$ cat src/rtl/ahb_slave_if_if.sv
// AHB bus bundle between the master and the AHB-to-APB bridge front end.
// The master modport drives the request; the slave modport returns the response and read data.
interface ahb_slave_if_if #(
    parameter int ADDR_W = 32,
    parameter int DATA_W = 32
);
    logic              HSELAPBif;
    logic              HREADYin;
    logic [1:0]        HTRANS;
    logic              HWRITE;
    logic [2:0]        HSIZE;
    logic [ADDR_W-1:0] HADDR;
    logic [DATA_W-1:0] HWDATA;
    logic              HREADYout;
    logic [1:0]        HRESP;
    logic [DATA_W-1:0] HRDATA;

    modport master (
        output HSELAPBif, HREADYin, HTRANS, HWRITE, HSIZE, HADDR, HWDATA,
        input  HREADYout, HRESP, HRDATA
    );

    modport slave (
        input  HSELAPBif, HREADYin, HTRANS, HWRITE, HSIZE, HADDR, HWDATA,
        output HREADYout, HRESP, HRDATA
    );
endinterface

$ cat src/rtl/ahb_slave_if.sv
// AHB-side front end of the AHB-to-APB bridge: qualifies transfers, decodes the
// peripheral select, pipelines address/data/direction two deep and drives HREADYout/HRESP.
module ahb_slave_if #(
    parameter int                ADDR_W   = 32,
    parameter int                DATA_W   = 32,
    parameter int                NUM_SLV  = 3,
    parameter logic [ADDR_W-1:0] SLV_BASE = 32'h8000_0000,
    parameter logic [ADDR_W-1:0] SLV_SPAN = 32'h0400_0000
) (
    input  logic               clock,
    input  logic               HRESETn,
    ahb_slave_if_if.slave      ahb,
    input  logic               apb_ready,
    input  logic [DATA_W-1:0]  prdata,
    output logic               valid,
    output logic [ADDR_W-1:0]  haddr1,
    output logic [ADDR_W-1:0]  haddr2,
    output logic [DATA_W-1:0]  hwdata1,
    output logic [DATA_W-1:0]  hwdata2,
    output logic               hwrite_reg,
    output logic               hwrite_reg1,
    output logic [NUM_SLV-1:0] tempselx
);

    typedef enum logic [1:0] {
        ST_OKAY = 2'b00,
        ST_ERR1 = 2'b01,
        ST_ERR2 = 2'b10
    } resp_state_t;

    resp_state_t        state_r;
    resp_state_t        state_s;
    logic               hready_s;
    logic [1:0]         hresp_s;
    logic               active_s;
    logic               size_ok_s;
    logic               in_map_s;
    logic               bad_s;
    logic [NUM_SLV-1:0] sel_s;
    logic [ADDR_W-1:0]  haddr1_r;
    logic [ADDR_W-1:0]  haddr2_r;
    logic [DATA_W-1:0]  hwdata1_r;
    logic [DATA_W-1:0]  hwdata2_r;
    logic               hwrite1_r;
    logic               hwrite2_r;

    assign active_s  = ahb.HSELAPBif & ahb.HREADYin & ahb.HTRANS[1];
    assign size_ok_s = (ahb.HSIZE == 3'b010);
    assign in_map_s  = |sel_s;
    assign bad_s     = active_s & (~in_map_s | ~size_ok_s);

    // Peripheral window decode; one extra bit keeps the top window from wrapping.
    always_comb begin
        logic [ADDR_W:0] addr_v;
        logic [ADDR_W:0] lo_v;
        logic [ADDR_W:0] hi_v;
        sel_s  = '0;
        addr_v = {1'b0, ahb.HADDR};
        lo_v   = '0;
        hi_v   = '0;
        for (int i = 0; i < NUM_SLV; i++) begin
            lo_v = {1'b0, SLV_BASE} + ((ADDR_W+1)'(i) * {1'b0, SLV_SPAN});
            hi_v = lo_v + {1'b0, SLV_SPAN};
            if ((addr_v >= lo_v) && (addr_v < hi_v)) begin
                sel_s[i] = 1'b1;
            end else begin
                sel_s[i] = 1'b0;
            end
        end
    end

    // Response FSM state register.
    always_ff @(posedge clock or negedge HRESETn) begin
        if (!HRESETn) begin
            state_r <= ST_OKAY;
        end else begin
            state_r <= state_s;
        end
    end

    // Next state and response; an error is only raised on a completing cycle.
    always_comb begin
        state_s  = state_r;
        hready_s = apb_ready;
        hresp_s  = 2'b00;
        case (state_r)
            ST_OKAY: begin
                hready_s = apb_ready;
                hresp_s  = 2'b00;
                if (bad_s && apb_ready) begin
                    state_s = ST_ERR1;
                end else begin
                    state_s = ST_OKAY;
                end
            end
            ST_ERR1: begin
                hready_s = 1'b0;
                hresp_s  = 2'b01;
                state_s  = ST_ERR2;
            end
            ST_ERR2: begin
                hready_s = 1'b1;
                hresp_s  = 2'b01;
                state_s  = ST_OKAY;
            end
            default: begin
                hready_s = apb_ready;
                hresp_s  = 2'b00;
                state_s  = ST_OKAY;
            end
        endcase
    end

    // Two-deep address/data/direction pipeline, frozen while the bus is stalled.
    always_ff @(posedge clock or negedge HRESETn) begin
        if (!HRESETn) begin
            haddr1_r  <= '0;
            haddr2_r  <= '0;
            hwdata1_r <= '0;
            hwdata2_r <= '0;
            hwrite1_r <= 1'b0;
            hwrite2_r <= 1'b0;
        end else if (hready_s) begin
            haddr1_r  <= ahb.HADDR;
            haddr2_r  <= haddr1_r;
            hwdata1_r <= ahb.HWDATA;
            hwdata2_r <= hwdata1_r;
            hwrite1_r <= ahb.HWRITE;
            hwrite2_r <= hwrite1_r;
        end
    end

    assign valid         = active_s & in_map_s & size_ok_s & (state_r == ST_OKAY);
    assign tempselx      = sel_s;
    assign haddr1        = haddr1_r;
    assign haddr2        = haddr2_r;
    assign hwdata1       = hwdata1_r;
    assign hwdata2       = hwdata2_r;
    assign hwrite_reg    = hwrite1_r;
    assign hwrite_reg1   = hwrite2_r;
    assign ahb.HREADYout = hready_s;
    assign ahb.HRESP     = hresp_s;
    assign ahb.HRDATA    = prdata;

endmodule

$ cat src/flat_wrapper.sv
// flat-port wrapper written by rule: the top's interface ports become plain ports
module ahb_slave_if_flat 
#(
    parameter int                ADDR_W   = 32,
    parameter int                DATA_W   = 32,
    parameter int                NUM_SLV  = 3,
    parameter logic [ADDR_W-1:0] SLV_BASE = 32'h8000_0000,
    parameter logic [ADDR_W-1:0] SLV_SPAN = 32'h0400_0000
)
  (clock, HRESETn, apb_ready, prdata, valid, haddr1, haddr2, hwdata1, hwdata2, hwrite_reg, hwrite_reg1, tempselx, ahb_HSELAPBif, ahb_HREADYin, ahb_HTRANS, ahb_HWRITE, ahb_HSIZE, ahb_HADDR, ahb_HWDATA, ahb_HREADYout, ahb_HRESP, ahb_HRDATA);
  ahb_slave_if_if #(.ADDR_W(ADDR_W), .DATA_W(DATA_W)) ahb_i ();
  input  logic clock;
  input  logic HRESETn;
  input  logic apb_ready;
  input  logic [DATA_W-1:0] prdata;
  output logic valid;
  output logic [ADDR_W-1:0] haddr1;
  output logic [ADDR_W-1:0] haddr2;
  output logic [DATA_W-1:0] hwdata1;
  output logic [DATA_W-1:0] hwdata2;
  output logic hwrite_reg;
  output logic hwrite_reg1;
  output logic [NUM_SLV-1:0] tempselx;
  input wire logic [$bits(ahb_i.HSELAPBif)-1:0] ahb_HSELAPBif;
  input wire logic [$bits(ahb_i.HREADYin)-1:0] ahb_HREADYin;
  input wire logic [$bits(ahb_i.HTRANS)-1:0] ahb_HTRANS;
  input wire logic [$bits(ahb_i.HWRITE)-1:0] ahb_HWRITE;
  input wire logic [$bits(ahb_i.HSIZE)-1:0] ahb_HSIZE;
  input wire logic [$bits(ahb_i.HADDR)-1:0] ahb_HADDR;
  input wire logic [$bits(ahb_i.HWDATA)-1:0] ahb_HWDATA;
  output wire logic [$bits(ahb_i.HREADYout)-1:0] ahb_HREADYout;
  output wire logic [$bits(ahb_i.HRESP)-1:0] ahb_HRESP;
  output wire logic [$bits(ahb_i.HRDATA)-1:0] ahb_HRDATA;
  assign ahb_i.HSELAPBif = ahb_HSELAPBif;
  assign ahb_i.HREADYin = ahb_HREADYin;
  assign ahb_i.HTRANS = ahb_HTRANS;
  assign ahb_i.HWRITE = ahb_HWRITE;
  assign ahb_i.HSIZE = ahb_HSIZE;
  assign ahb_i.HADDR = ahb_HADDR;
  assign ahb_i.HWDATA = ahb_HWDATA;
  assign ahb_HREADYout = ahb_i.HREADYout;
  assign ahb_HRESP = ahb_i.HRESP;
  assign ahb_HRDATA = ahb_i.HRDATA;
  ahb_slave_if #(.ADDR_W(ADDR_W), .DATA_W(DATA_W), .NUM_SLV(NUM_SLV), .SLV_BASE(SLV_BASE), .SLV_SPAN(SLV_SPAN)) u_core (.clock(clock), .HRESETn(HRESETn), .ahb(ahb_i), .apb_ready(apb_ready), .prdata(prdata), .valid(valid), .haddr1(haddr1), .haddr2(haddr2), .hwdata1(hwdata1), .hwdata2(hwdata2), .hwrite_reg(hwrite_reg), .hwrite_reg1(hwrite_reg1), .tempselx(tempselx));
endmodule
$ cat config.mk
export PLATFORM = sky130hd
export DESIGN_NAME = ahb_slave_if_flat
export DESIGN_NICKNAME = d
export VERILOG_FILES = /design/src/rtl/ahb_slave_if_if.sv /design/src/rtl/ahb_slave_if.sv /design/src/flat_wrapper.sv
export SDC_FILE = /design/constraint.sdc
export NUM_CORES = 1
export LEC_CHECK = 0
export ABC_AREA = 0
export CAP_MARGIN = 20
export CELL_PAD_IN_SITES_DETAIL_PLACEMENT = 1
export CELL_PAD_IN_SITES_GLOBAL_PLACEMENT = 1
export CORE_ASPECT_RATIO = 1.4
export CORE_MARGIN = 1
export CORE_UTILIZATION = 33
export CTS_CLUSTER_SIZE = 24
export DETAILED_ROUTE_END_ITERATION = 12
export HOLD_SLACK_MARGIN = 0.02
export PLACE_DENSITY = 0.93
export SYNTH_ARGS = -nofsm -noshare
export SYNTH_HDL_FRONTEND = slang
export SYNTH_SLANG_ARGS = --single-unit
$ cat constraint.sdc
create_clock -name clock -period 5.2 [get_ports clock]
set_clock_uncertainty 0.2 [all_clocks]
set_input_delay 1.3 -clock clock [delete_from_list [all_inputs] [get_ports clock]]
set_output_delay 1.3 -clock clock [all_outputs]
set_load 0.01 [all_outputs]
* After elaboration in Yosys (flattened, before gate mapping)
Index checks and enable logic that the tools add are counted.
** Cells by class
- Div/mod/pow operators :: 0
- Equal/unequal tests :: 3
- Order comparisons :: 6
- Shift operators :: 0
- $mul :: 0
- Bitwise operators :: 9
- Add/subtract/negate cells :: 0
- Muxes and demuxes :: 7
- Reductions and logical operators :: 7
** Operator list (count)
- >= comparator 32 bit, second input constant :: 3
- less-than comparator 32 bit, second input constant :: 3
- AND 1 bit :: 6
- 2-to-1 mux 1 bit :: 5
- logical AND 1 bit :: 4
- case mux 2 bit (2 select lines) :: 1
- == test 3 x 2 -> 1 bit, second input constant :: 1
- OR reduction 3 bit :: 1
- == test 2 x 1 -> 1 bit, second input constant :: 1
- == test 2 bit, second input constant :: 1
- logical NOT 2 bit :: 1
- inverter 1 bit :: 2
- case mux 1 bit (2 select lines) :: 1
- OR reduction 2 bit :: 1
- OR 1 bit :: 1
** Word-level totals
- Flip-flop bits (word level) :: 132
- Memories kept :: 0
- Word-level logic and storage cells :: 39
- ROM bits :: 0
- Input port bits :: 107
- Output and inout bits :: 169
- Latch bits :: 0
- Bits in writable memories :: 0

* Longest topological paths before layout
Gate-level depths: netlist (run 1).
- Depth in word-level cells :: 10
- Gate-level depth with buffers :: 6
- Depth with buffers taken out :: 4

* Worst setup path after synthesis (run 1)
OpenSTA, ideal clock, no wires.
- Kind :: input to output
- Start point :: input port ahb_HADDR[28]
- End point :: output port tempselx[2]
- Path slack :: 1.474 ns
- Data required time :: 3.700 ns
- Arrival time :: 2.226 ns
- Path buffers :: 0
- Cell stages on the path :: 2
- Path through :: or4b_1 nor3b_1
** Between the ends
- Cells in the longest elaborated chain, start to end :: 3
- Elaborated cells on any way between the ends :: 4
- Classes of those cells :: order compare (2); mux (1); reduce/logical (1)
** RTL lines
- start, declared :: RTL line flat_wrapper.sv:29 : input wire logic [$bits(ahb_i.HADDR)-1:0] ahb_HADDR;
- >= comparator 32 bit / less-than comparator 32 bit (equally long branches) :: RTL line ahb_slave_if.sv:64 : if ((addr_v >= lo_v) && (addr_v < hi_v)) begin
- logical AND 1 bit * :: RTL line ahb_slave_if.sv:64
- 2-to-1 mux 1 bit * :: RTL line ahb_slave_if.sv:64
- end, declared :: RTL line flat_wrapper.sv:23 : output logic [NUM_SLV-1:0] tempselx;
Every way passes the cells marked *; elsewhere a longest branch is shown, timed or not.

* Worst setup path after layout (run 1)
- Start point :: input port ahb_HADDR[28]
- End point :: output port valid
** Between the ends
- Cells in the longest elaborated chain, start to end :: 7
- Elaborated cells on any way between the ends :: 16
- Classes of those cells :: order compare (6); mux (3); bitwise (3); reduce/logical (4)
** RTL lines
- >= comparator 32 bit / less-than comparator 32 bit (equally long branches) :: RTL line ahb_slave_if.sv:64
- logical AND 1 bit :: RTL line ahb_slave_if.sv:64
- 2-to-1 mux 1 bit :: RTL line ahb_slave_if.sv:64
- OR reduction 3 bit * :: RTL line ahb_slave_if.sv:49 : assign in_map_s = |sel_s;
- AND 1 bit * (3 in series) :: RTL line ahb_slave_if.sv:133 : assign valid = active_s & in_map_s & size_ok_s & (state_r == ST_OKAY);
- end, declared :: RTL line flat_wrapper.sv:16 : output logic valid;
Marks and branches as above.

==> results of run 1 <==
-- Yosys cell counts (all sizes together) --
master,number,area (sq um)
buf,47,377
inv,4,15.0
or4b,1,10.0
and4bb,1,12.5
a311oi,1,8.76
dfrtp,132,3300
mux2i,1,10.0
nor4b,1,8.76
conb,1,3.75
nor3b,3,22.5
mux2,130,1460
nand2,1,3.75
nand4,1,6.26
nor3,1,5.00
ha,3,37.5
-- worst paths after layout --
kind                                              start                              to  cells after the start  slack, ps
max                                       ahb_HADDR[28]                           valid                      4        470
min                        u_core.haddr2[1]$_DFFE_PN0P_    u_core.haddr2[1]$_DFFE_PN0P_                      1        290
max reg2reg                 u_core.state_r[0]$_DFF_PN0_  u_core.hwdata2[28]$_DFFE_PN0P_                      6       1850
min reg2reg                u_core.haddr2[1]$_DFFE_PN0P_    u_core.haddr2[1]$_DFFE_PN0P_                      1        290
max in group asynchronous                       HRESETn   u_core.haddr2[28]$_DFFE_PN0P_                      2       3150
min in group asynchronous                       HRESETn   u_core.hwdata2[6]$_DFFE_PN0P_                      1        780
-- kinds of logic after synthesis --
logic type,Yosys count,share of synthesized area
and+or+nand+nor,9,0.0130
AOI/OAI and AO/OA,1,0.00166
DFF,132,0.625
buffers and inverters,51,0.0741
adders and majority gates,3,0.00710
other,1,0.000709
muxes,131,0.279
-- cell type report --
| cell class | count | share of cell area |
|---|---|---|
| flip-flops and latches | 132 | 0.421 |
| clock inverters | 13 | 0.0161 |
| clock buffers | 18 | 0.0547 |
| multi-input cells | 145 | 0.205 |
| inverters | 4 | 0.00191 |
| well taps | 196 | 0.0312 |
| repair buffers | 212 | 0.271 |
-- metrics by stage --
step,instances,power [uW]
after global placement,689,2030
after global routing,720,3310
after floorplan,328,1600
final,720,3160
after detailed placement,689,2070
after CTS,720,3220
-- cell usage in the layout (no fill, tap or decap), types with 3 or more instances in the layout --
cell	n
inv_6	4
mux2_2	41
dfrtp_1	132
buf_4	3
clkbuf_16	17
ha_1	3
clkdlybuf4s50_1	208
inv_1	4
nor3b_1	3
mux2_1	89
clkinv_4	3
clkinvlp_4	4
-- power groups by stage --
stage / Sequential (uW) / Clock, uW / Combinational [uW]
floorplan: 1390 / 0 / 207
global placement: 1310 / 0 / 722
detailed placement: 1330 / 0 / 747
CTS: 1310 / 1150 / 752
global route: 1330 / 1200 / 786
finish: 1310 / 1120 / 736
-- metal layers --
| layer | track usage | vias up |
|---|---|---|
| li1 | - | 1475 |
| met1 | 0.154 | 1663 |
| met2 | 0.306 | 142 |
| met3 | 0.0496 | 42 |
| met4 | 0.103 | 0 |
| met5 | 0 | - |
-- critical path: stages --
cell and delay [ps]:
clkdlybuf4s50_1 430, or4b_1 620, and4bb_2 330, clkdlybuf4s50_1 540
==> impl_metrics.tcl, run 1 <==
set metrics [dict create \
    synth_area_sq_um 5290 \
    grt_pass1_vias 3825 \
    ys_ff_latch 132 \
    remaining_drc_errors 0 \
    drive_gt1_frac 0.147 \
    dr.pass1.iters 4 \
    num_io_pins 276 \
    met1_length_mm 4.33 \
    yosysWarnings 0 \
    multi_input_area_sq_um 1610 \
    place_ws_ps 461 \
    place_area_sq_um 7290 \
    switchingPower_uw 842 \
    fillers 1544 \
    path_clk_slew_ps 60 \
    post_drt_via_cell_ratio 4.61 \
    p_comb_frac 0.233 \
    outcome "finished clean" \
    grt_max_degree 83 \
    routabilityCongestion 0.668 \
    highest_layer "met4" \
    clk_latency_ps 400 \
    grt_use_total 0.165 \
    die_width_microns 109 \
    arrival_ps 3230 \
    setup_viol 0 \
    pwr-share-seq 0.414 \
    antenna_found_initial 0 \
    final_nets 622 \
    cts_tree "yes" \
    io_buffer_count 209 \
    wl_per_cell_microns 18.2 \
    start_kind "primary input" \
    synth_nets 438 \
    critPathMaxFanout 4 \
    rows 54 \
    ant_nets 0 \
    ctsResizeCount 0 \
    grt_pass1_wl_mm 20.2 \
    endpoint_kind "output port" \
    avgSynthCellArea_sq_um 16.1 \
    cts_setup_buffers 0 \
    area_growth_syn_to_layout_pct 48.4 \
    worst_slew_pin_slew_ps 1080 \
    powerDensity_nw_per_um2 403 \
    core_area_sq_um 15600 \
    synthCells 328 \
    dr_wl_met2_mm 7.34 \
    dp_hpwl_mm 9.65 \
    routed_wl_mm 13.1 \
    htreeDepth 4 \
    cts_root_buffer "clkbuf_16" \
    final_util 0.503 \
    die_h_microns 152 \
    p_leak_uw 0.00322 \
    final-hold-violation-count 0 \
    relSlewSlack 0.279 \
    wl_met3_microns 798 \
    vias 3322 \
    holdBufCountCts 0 \
    fmax_ghz 0.211 \
    synth_cell_types 18 \
    crit_required_ps 3700 \
    dr.first_iter.drc_count 95 \
    p_sw_frac 0.266 \
    timing.hold.ws_ps 289 \
    drv_slew 0 \
    fin_crit_sh 0.910 \
    clkPwrFrac 0.353 \
    gr-total-overflow 0 \
    cts.sinks 132 \
    cts_buffers 17 \
    max-clock-path-buffers 2 \
    crit_type "primary input to output port" \
    grt_setup_unrepaired "false" \
    p_int_uw 2320 \
    irDropWorstVdd_uv 170 \
    setup_tns_ps 0 \
    ys_seq_area_frac 0.625 \
    finalCriticalPeriod_ps 4730 \
    die_area_sq_um 16500 \
    hp-class "flip-flop to flip-flop" \
    drv_cap 0 \
    start_util 0.339 \
    final_area_sq_um 7850 \
    diodes 0 \
    seqCellArea_sq_um 3300 \
    setup_ws_ps 469 \
]
Note: power is estimated with default switching activity, not from simulation.
==> inputs of run 2 (changes only) <==
--- a/config.mk
+++ b/config.mk
@@ -9,8 +9,8 @@
 export CAP_MARGIN = 20
 export CELL_PAD_IN_SITES_DETAIL_PLACEMENT = 1
 export CELL_PAD_IN_SITES_GLOBAL_PLACEMENT = 1
-export CORE_ASPECT_RATIO = 1.4
-export CORE_MARGIN = 1
+export CORE_ASPECT_RATIO = 0.9
+export CORE_MARGIN = 5
 export CORE_UTILIZATION = 33
 export CTS_CLUSTER_SIZE = 24
 export DETAILED_ROUTE_END_ITERATION = 12
==> run 2 against run 1 <==
Against the previous run: count of clock-buffer cells in the layout increased by 2; final area increased by 0.86%; first-iteration DRC count decreased by 34%; combinational power increased by 0.8%; non-clock buffer count decreased by 1; critical path type unchanged; critical endpoint unchanged.
==> impl_metrics.tcl, run 2 (synthesis gave the netlist of run 1 again) <==
set metrics [dict create \
    final_area_sq_um 7920 \
    routed_wl_mm 13.9 \
    grt_setup_unrepaired "false" \
    final_common_cell "clkdlybuf4s50_1" \
    arrival_ps 3210 \
    die_width_microns 143 \
    die_h_microns 130 \
    post_drt_via_cell_ratio 4.58 \
    grt_max_degree 131 \
    rows 43 \
    num_io_pins 276 \
    r2r-start "u_core.state_r[0]$_DFF_PN0_" \
    dr.first_iter.drc_count 63 \
    clk_latency_ps 410 \
    drv_cap 0 \
    remaining_drc_errors 0 \
    dp_hpwl_mm 10.1 \
    r2r-end "u_core.haddr2[0]$_DFFE_PN0P_" \
    outcome "finished clean" \
    diodes 0 \
    htreeDepth 4 \
    cp_common_cell "clkdlybuf4s50_1" \
    die_area_sq_um 18700 \
    final_cell_mix "208 x clkdlybuf4s50_1, 132 x dfrtp_1, 89 x mux2_1, 41 x mux2_2, 17 x clkbuf_16" \
    powerDensity_nw_per_um2 414 \
    worstPathBufferInverterCount 2 \
    cpMaxStageDelayCell "or4b_1" \
    start_util 0.340 \
    antenna_found_initial 0 \
    final_nets 621 \
    setup_tns_ps 0 \
    hp-class "flip-flop to flip-flop" \
    crit_required_ps 3700 \
    timing.hold.ws_ps 288 \
    routabilityCongestion 0.803 \
    fillers 1535 \
    start_kind "primary input" \
    final-hold-violation-count 0 \
    multi_input_area_sq_um 1610 \
    path_clk_slew_ps 60 \
    cts_buffers 17 \
    regToRegSetupSlack_ps 2660 \
    clkPwrFrac 0.373 \
    ctsResizeCount 0 \
    grt_pass1_vias 3877 \
    ant_nets 0 \
    fin_crit_sh 0.906 \
    setup_viol 0 \
    wl_per_cell_microns 19.2 \
    cp.depth 4 \
    cpPeakStageDelay_ps 610 \
    crit_type "primary input to output port" \
    endpoint "valid" \
    worst_slew_pin_slew_ps 915 \
    fmax_ghz 0.212 \
    place_area_sq_um 7310 \
    irDropWorstVdd_uv 228 \
    holdBufCountCts 0 \
    gr-total-overflow 0 \
    core_area_sq_um 15500 \
    area_growth_syn_to_layout_pct 49.7 \
    vias 3327 \
    io_buffer_count 209 \
    critPathMaxFanout 4 \
    cts_root_buffer "clkbuf_16" \
    cts.sinks 132 \
    drive_gt1_frac 0.147 \
    setup_ws_ps 491 \
    relSlewSlack 0.390 \
    dr.pass1.iters 4 \
    finalCriticalPeriod_ps 4710 \
    max-clock-path-buffers 2 \
    switchingPower_uw 842 \
    pwr-share-seq 0.401 \
    endpoint_kind "output port" \
    place_ws_ps 489 \
    p_sw_frac 0.257 \
    grt_use_total 0.152 \
    critPathTopFamily "buffers and inverters" \
    p_comb_frac 0.226 \
    crit_chain "clkdlybuf4s50_1 -> or4b_1 -> and4bb_2 -> clkdlybuf4s50_1" \
    grt_pass1_wl_mm 21.8 \
    p_leak_uw 0.00325 \
    reg2reg_depth 5 \
    drv_slew 0 \
    startpoint "ahb_HADDR[28]" \
    cts_setup_buffers 0 \
    seqCellArea_sq_um 3300 \
    p_int_uw 2440 \
    cts_tree "yes" \
]
[run 2: cell types whose count changed in the layout (fill, tap and decap cells not counted), sizes merged]
cell	previous run	this run
inv	8	5
bufinv	1	3
clkbuf	18	20
buf	4	3
clkinv	4	5
clkinvlp	4	3
[run 2: final cells by class]
type	instances	area share
Timing Repair Buffer	211	0.269
Clock inverter	12	0.0194
Multi-Input combinational cell	145	0.203
Sequential cell	132	0.417
Tap cell	202	0.0319
Clock buffer	20	0.0577
Inverter	4	0.00190
[run 2: worst min path at each step]
stage / from / end / cells after the start
final: u_core.hwdata2[4]$_DFFE_PN0P_ / u_core.hwdata2[4]$_DFFE_PN0P_ / 1
after global placement: u_core.hwdata2[30]$_DFFE_PN0P_ / u_core.hwdata2[30]$_DFFE_PN0P_ / 1
after floorplan: u_core.state_r[0]$_DFF_PN0_ / u_core.state_r[1]$_DFF_PN0_ / 1
after CTS: u_core.hwdata2[4]$_DFFE_PN0P_ / u_core.hwdata2[4]$_DFFE_PN0P_ / 1
after detailed placement: u_core.hwdata2[4]$_DFFE_PN0P_ / u_core.hwdata2[4]$_DFFE_PN0P_ / 1
after global routing: u_core.hwdata2[5]$_DFFE_PN0P_ / u_core.hwdata2[5]$_DFFE_PN0P_ / 1
[run 2: power by group through the flow]
| stage | Combinational, uW | Sequential [uW] | Clock (uW) |
|---|---|---|---|
| floorplan | 207 | 1390 | 0 |
| finish | 742 | 1320 | 1220 |
| global route | 790 | 1340 | 1310 |
| detailed placement | 753 | 1330 | 0 |
| global placement | 726 | 1310 | 0 |
| CTS | 759 | 1320 | 1260 |
[run 2: worst register-to-register path, cell delays in order, from the launching register on]
cell and delay [ps]:
dfrtp_1 350, inv_1 60, ha_1 360, mux2i_4 350, buf_12 540, mux2_1 560
[run 2: layer usage]
metal / share of wire / global-route usage / vias up
met5: 0 / 0 / -
met4: 0.013 / 0.0482 / 0
met3: 0.097 / 0.0641 / 27
met2: 0.51 / 0.267 / 148
met1: 0.38 / 0.167 / 1674
li1: - / - / 1478
[run 2: through the flow]
step	instances	utilization	total power, uW
global route	726	0.509	3440
detailed placement	694	0.470	2090
CTS	726	0.509	3340
global placement	694	0.470	2040
floorplan	328	-	1600
finish	726	0.509	3280
==> inputs of run 3 (changes only) <==
--- a/config.mk
+++ b/config.mk
@@ -11,11 +11,13 @@
 export CELL_PAD_IN_SITES_GLOBAL_PLACEMENT = 1
 export CORE_ASPECT_RATIO = 0.9
 export CORE_MARGIN = 5
-export CORE_UTILIZATION = 33
+export CORE_UTILIZATION = 34
+export CTS_BUF_LIST = sky130_fd_sc_hd__clkbuf_4
 export CTS_CLUSTER_SIZE = 24
 export DETAILED_ROUTE_END_ITERATION = 12
+export GPL_TIMING_DRIVEN = 0
 export HOLD_SLACK_MARGIN = 0.02
-export PLACE_DENSITY = 0.93
+export PLACE_DENSITY = 0.95
 export SYNTH_ARGS = -nofsm -noshare
 export SYNTH_HDL_FRONTEND = slang
 export SYNTH_SLANG_ARGS = --single-unit
==> run 3 against run 2 <==
Against the previous run: final area increased by 3.9%; flip-flop and latch count is the same; utilization up 2.7 points; die area decreased by 2.7%; count of clock-buffer cells in the layout shrank 3; setup slack got worse by 23 ps; clock power shrank 51%; via count rose by 9.6%; critical path depth stayed put; non-clock buffer count up 78; total power fell by 17%.
==> impl_metrics.tcl, run 3 (synthesis gave the netlist of run 1 again) <==
set metrics [dict create \
    cpMaxStageDelayCell "clkdlybuf4s50_1" \
    powerDensity_nw_per_um2 331 \
    dr.pass1.iters 4 \
    die_area_sq_um 18100 \
    io_buffer_count 241 \
    cts_tree "yes" \
    core_area_sq_um 15300 \
    irDropWorstVdd_uv 239 \
    crit_chain "clkdlybuf4s50_1 -> or4b_1 -> and4bb_2 -> clkdlybuf4s50_1" \
    grt_use_total 0.177 \
    worst_slew_pin_slew_ps 580 \
    remaining_drc_errors 0 \
    crit_type "primary input to output port" \
    p_int_uw 1930 \
    num_io_pins 276 \
    start_util 0.345 \
    p_comb_frac 0.298 \
    drive_gt1_frac 0.200 \
    outcome "finished clean" \
    die_width_microns 141 \
    p_leak_uw 0.00343 \
    die_h_microns 128 \
    drv_cap 0 \
    arrival_ps 3230 \
    rows 43 \
    htreeDepth 4 \
    area_growth_syn_to_layout_pct 55.6 \
    ant_nets 0 \
    cp_common_cell "clkdlybuf4s50_1" \
    start_kind "primary input" \
    switchingPower_uw 796 \
    r2r-end "u_core.hwdata1[29]$_DFFE_PN0P_" \
    grt_pass1_wl_mm 24.5 \
    regToRegSetupSlack_ps 2810 \
    cts_setup_buffers 0 \
    grt_pass1_vias 4331 \
    endpoint_kind "output port" \
    hold_depth 1 \
    setup_viol 0 \
    whs_endpoint "u_core.haddr2[0]$_DFFE_PN0P_" \
    holdBufCountCts 0 \
    startpoint "ahb_HADDR[31]" \
    final-hold-violation-count 0 \
    diodes 0 \
    routed_wl_mm 15.8 \
    drv_slew 0 \
    hp-class "flip-flop to flip-flop" \
    pwr-share-seq 0.482 \
    fmax_ghz 0.211 \
    timing.hold.ws_ps 303 \
    dp_hpwl_mm 12.7 \
    cpPeakStageDelay_ps 540 \
    ctsResizeCount 0 \
    cts_buffers 17 \
    fin_crit_sh 0.910 \
    finalCriticalPeriod_ps 4730 \
    grt_setup_unrepaired "false" \
    path_clk_slew_ps 110 \
    fin_cells 803 \
    clk_latency_ps 540 \
    final_common_cell "clkdlybuf4s50_1" \
    dr.first_iter.drc_count 77 \
    p_sw_frac 0.292 \
    final_cell_mix "240 x clkdlybuf4s50_1, 132 x dfrtp_1, 89 x mux2_1, 41 x mux2_2, 34 x buf_4" \
    max-clock-path-buffers 2 \
    placedCellCount 772 \
    critPathMaxFanout 4 \
    antenna_found_initial 0 \
    vias 3647 \
    r2r-start "u_core.state_r[1]$_DFF_PN0_" \
    reg2reg_depth 6 \
    crit_required_ps 3700 \
    cts_root_buffer "clkbuf_4" \
    clkPwrFrac 0.220 \
    final_nets 699 \
    gr-total-overflow 0 \
    wl_per_cell_microns 19.7 \
    cts.sinks 132 \
    relSlewSlack 0.613 \
    post_drt_via_cell_ratio 4.54 \
    grt_max_degree 71 \
    hold_start "u_core.haddr2[0]$_DFFE_PN0P_" \
    routabilityCongestion 0.797 \
]
run 3: final cells by class:
| type | count | area (sq um) |
|---|---|---|
| tap | 202 | 253 |
| timing repair buffer | 242 | 2440 |
| fill | 1544 | 7110 |
| clock buffer | 17 | 128 |
| buffer | 47 | 377 |
| inverter | 4 | 15.0 |
| clock inverter | 14 | 116 |
| sequential | 132 | 3300 |
| multi-input combinational | 145 | 1590 |
run 3: stage by stage:
stage	power, uW	worst slack, ps	TNS (ps)	cell area, sq um	utilization
after floorplan	1600	1470	0	5290	-
after global placement	2100	-2250	-295910	7950	0.519
after detailed placement	2160	471	0	7980	0.521
after CTS	2790	464	0	8230	0.536
after global routing	2880	398	0	8230	0.536
final	2730	468	0	8230	0.536
run 3: power groups by stage:
stage | Sequential, uW | Combinational (uW) | Clock [uW]
after detailed placement | 1340 | 827 | 0
after global placement | 1310 | 794 | 0
final | 1310 | 812 | 600
after CTS | 1320 | 831 | 638
after global routing | 1340 | 865 | 675
after floorplan | 1390 | 207 | 0
run 3: layer usage:
layer / up-vias / wire, microns / global-route usage
li1: 1637 / - / -
met1: 1811 / 5740 / 0.184
met2: 181 / 8300 / 0.322
met3: 18 / 1500 / 0.0761
met4: 0 / 255 / 0.0553
met5: - / 0 / 0
run 3: worst max-delay path by stage:
stage                                                 to  slack, ps  cells past startpoint
after global placement    u_core.hwdata1[31]$_DFFE_PN0P_      -2250                      1
after CTS                                          valid        460                      4
after floorplan                              tempselx[2]       1470                      2
after global routing                       ahb_HREADYout        400                      6
final                                              valid        470                      4
after detailed placement                           valid        470                      4
run 3: worst max-delay path: cells and delay by family:
kind                   cells  cell delay (ps)
buffers and inverters      2             1080
AND/OR/NAND/NOR            2              850
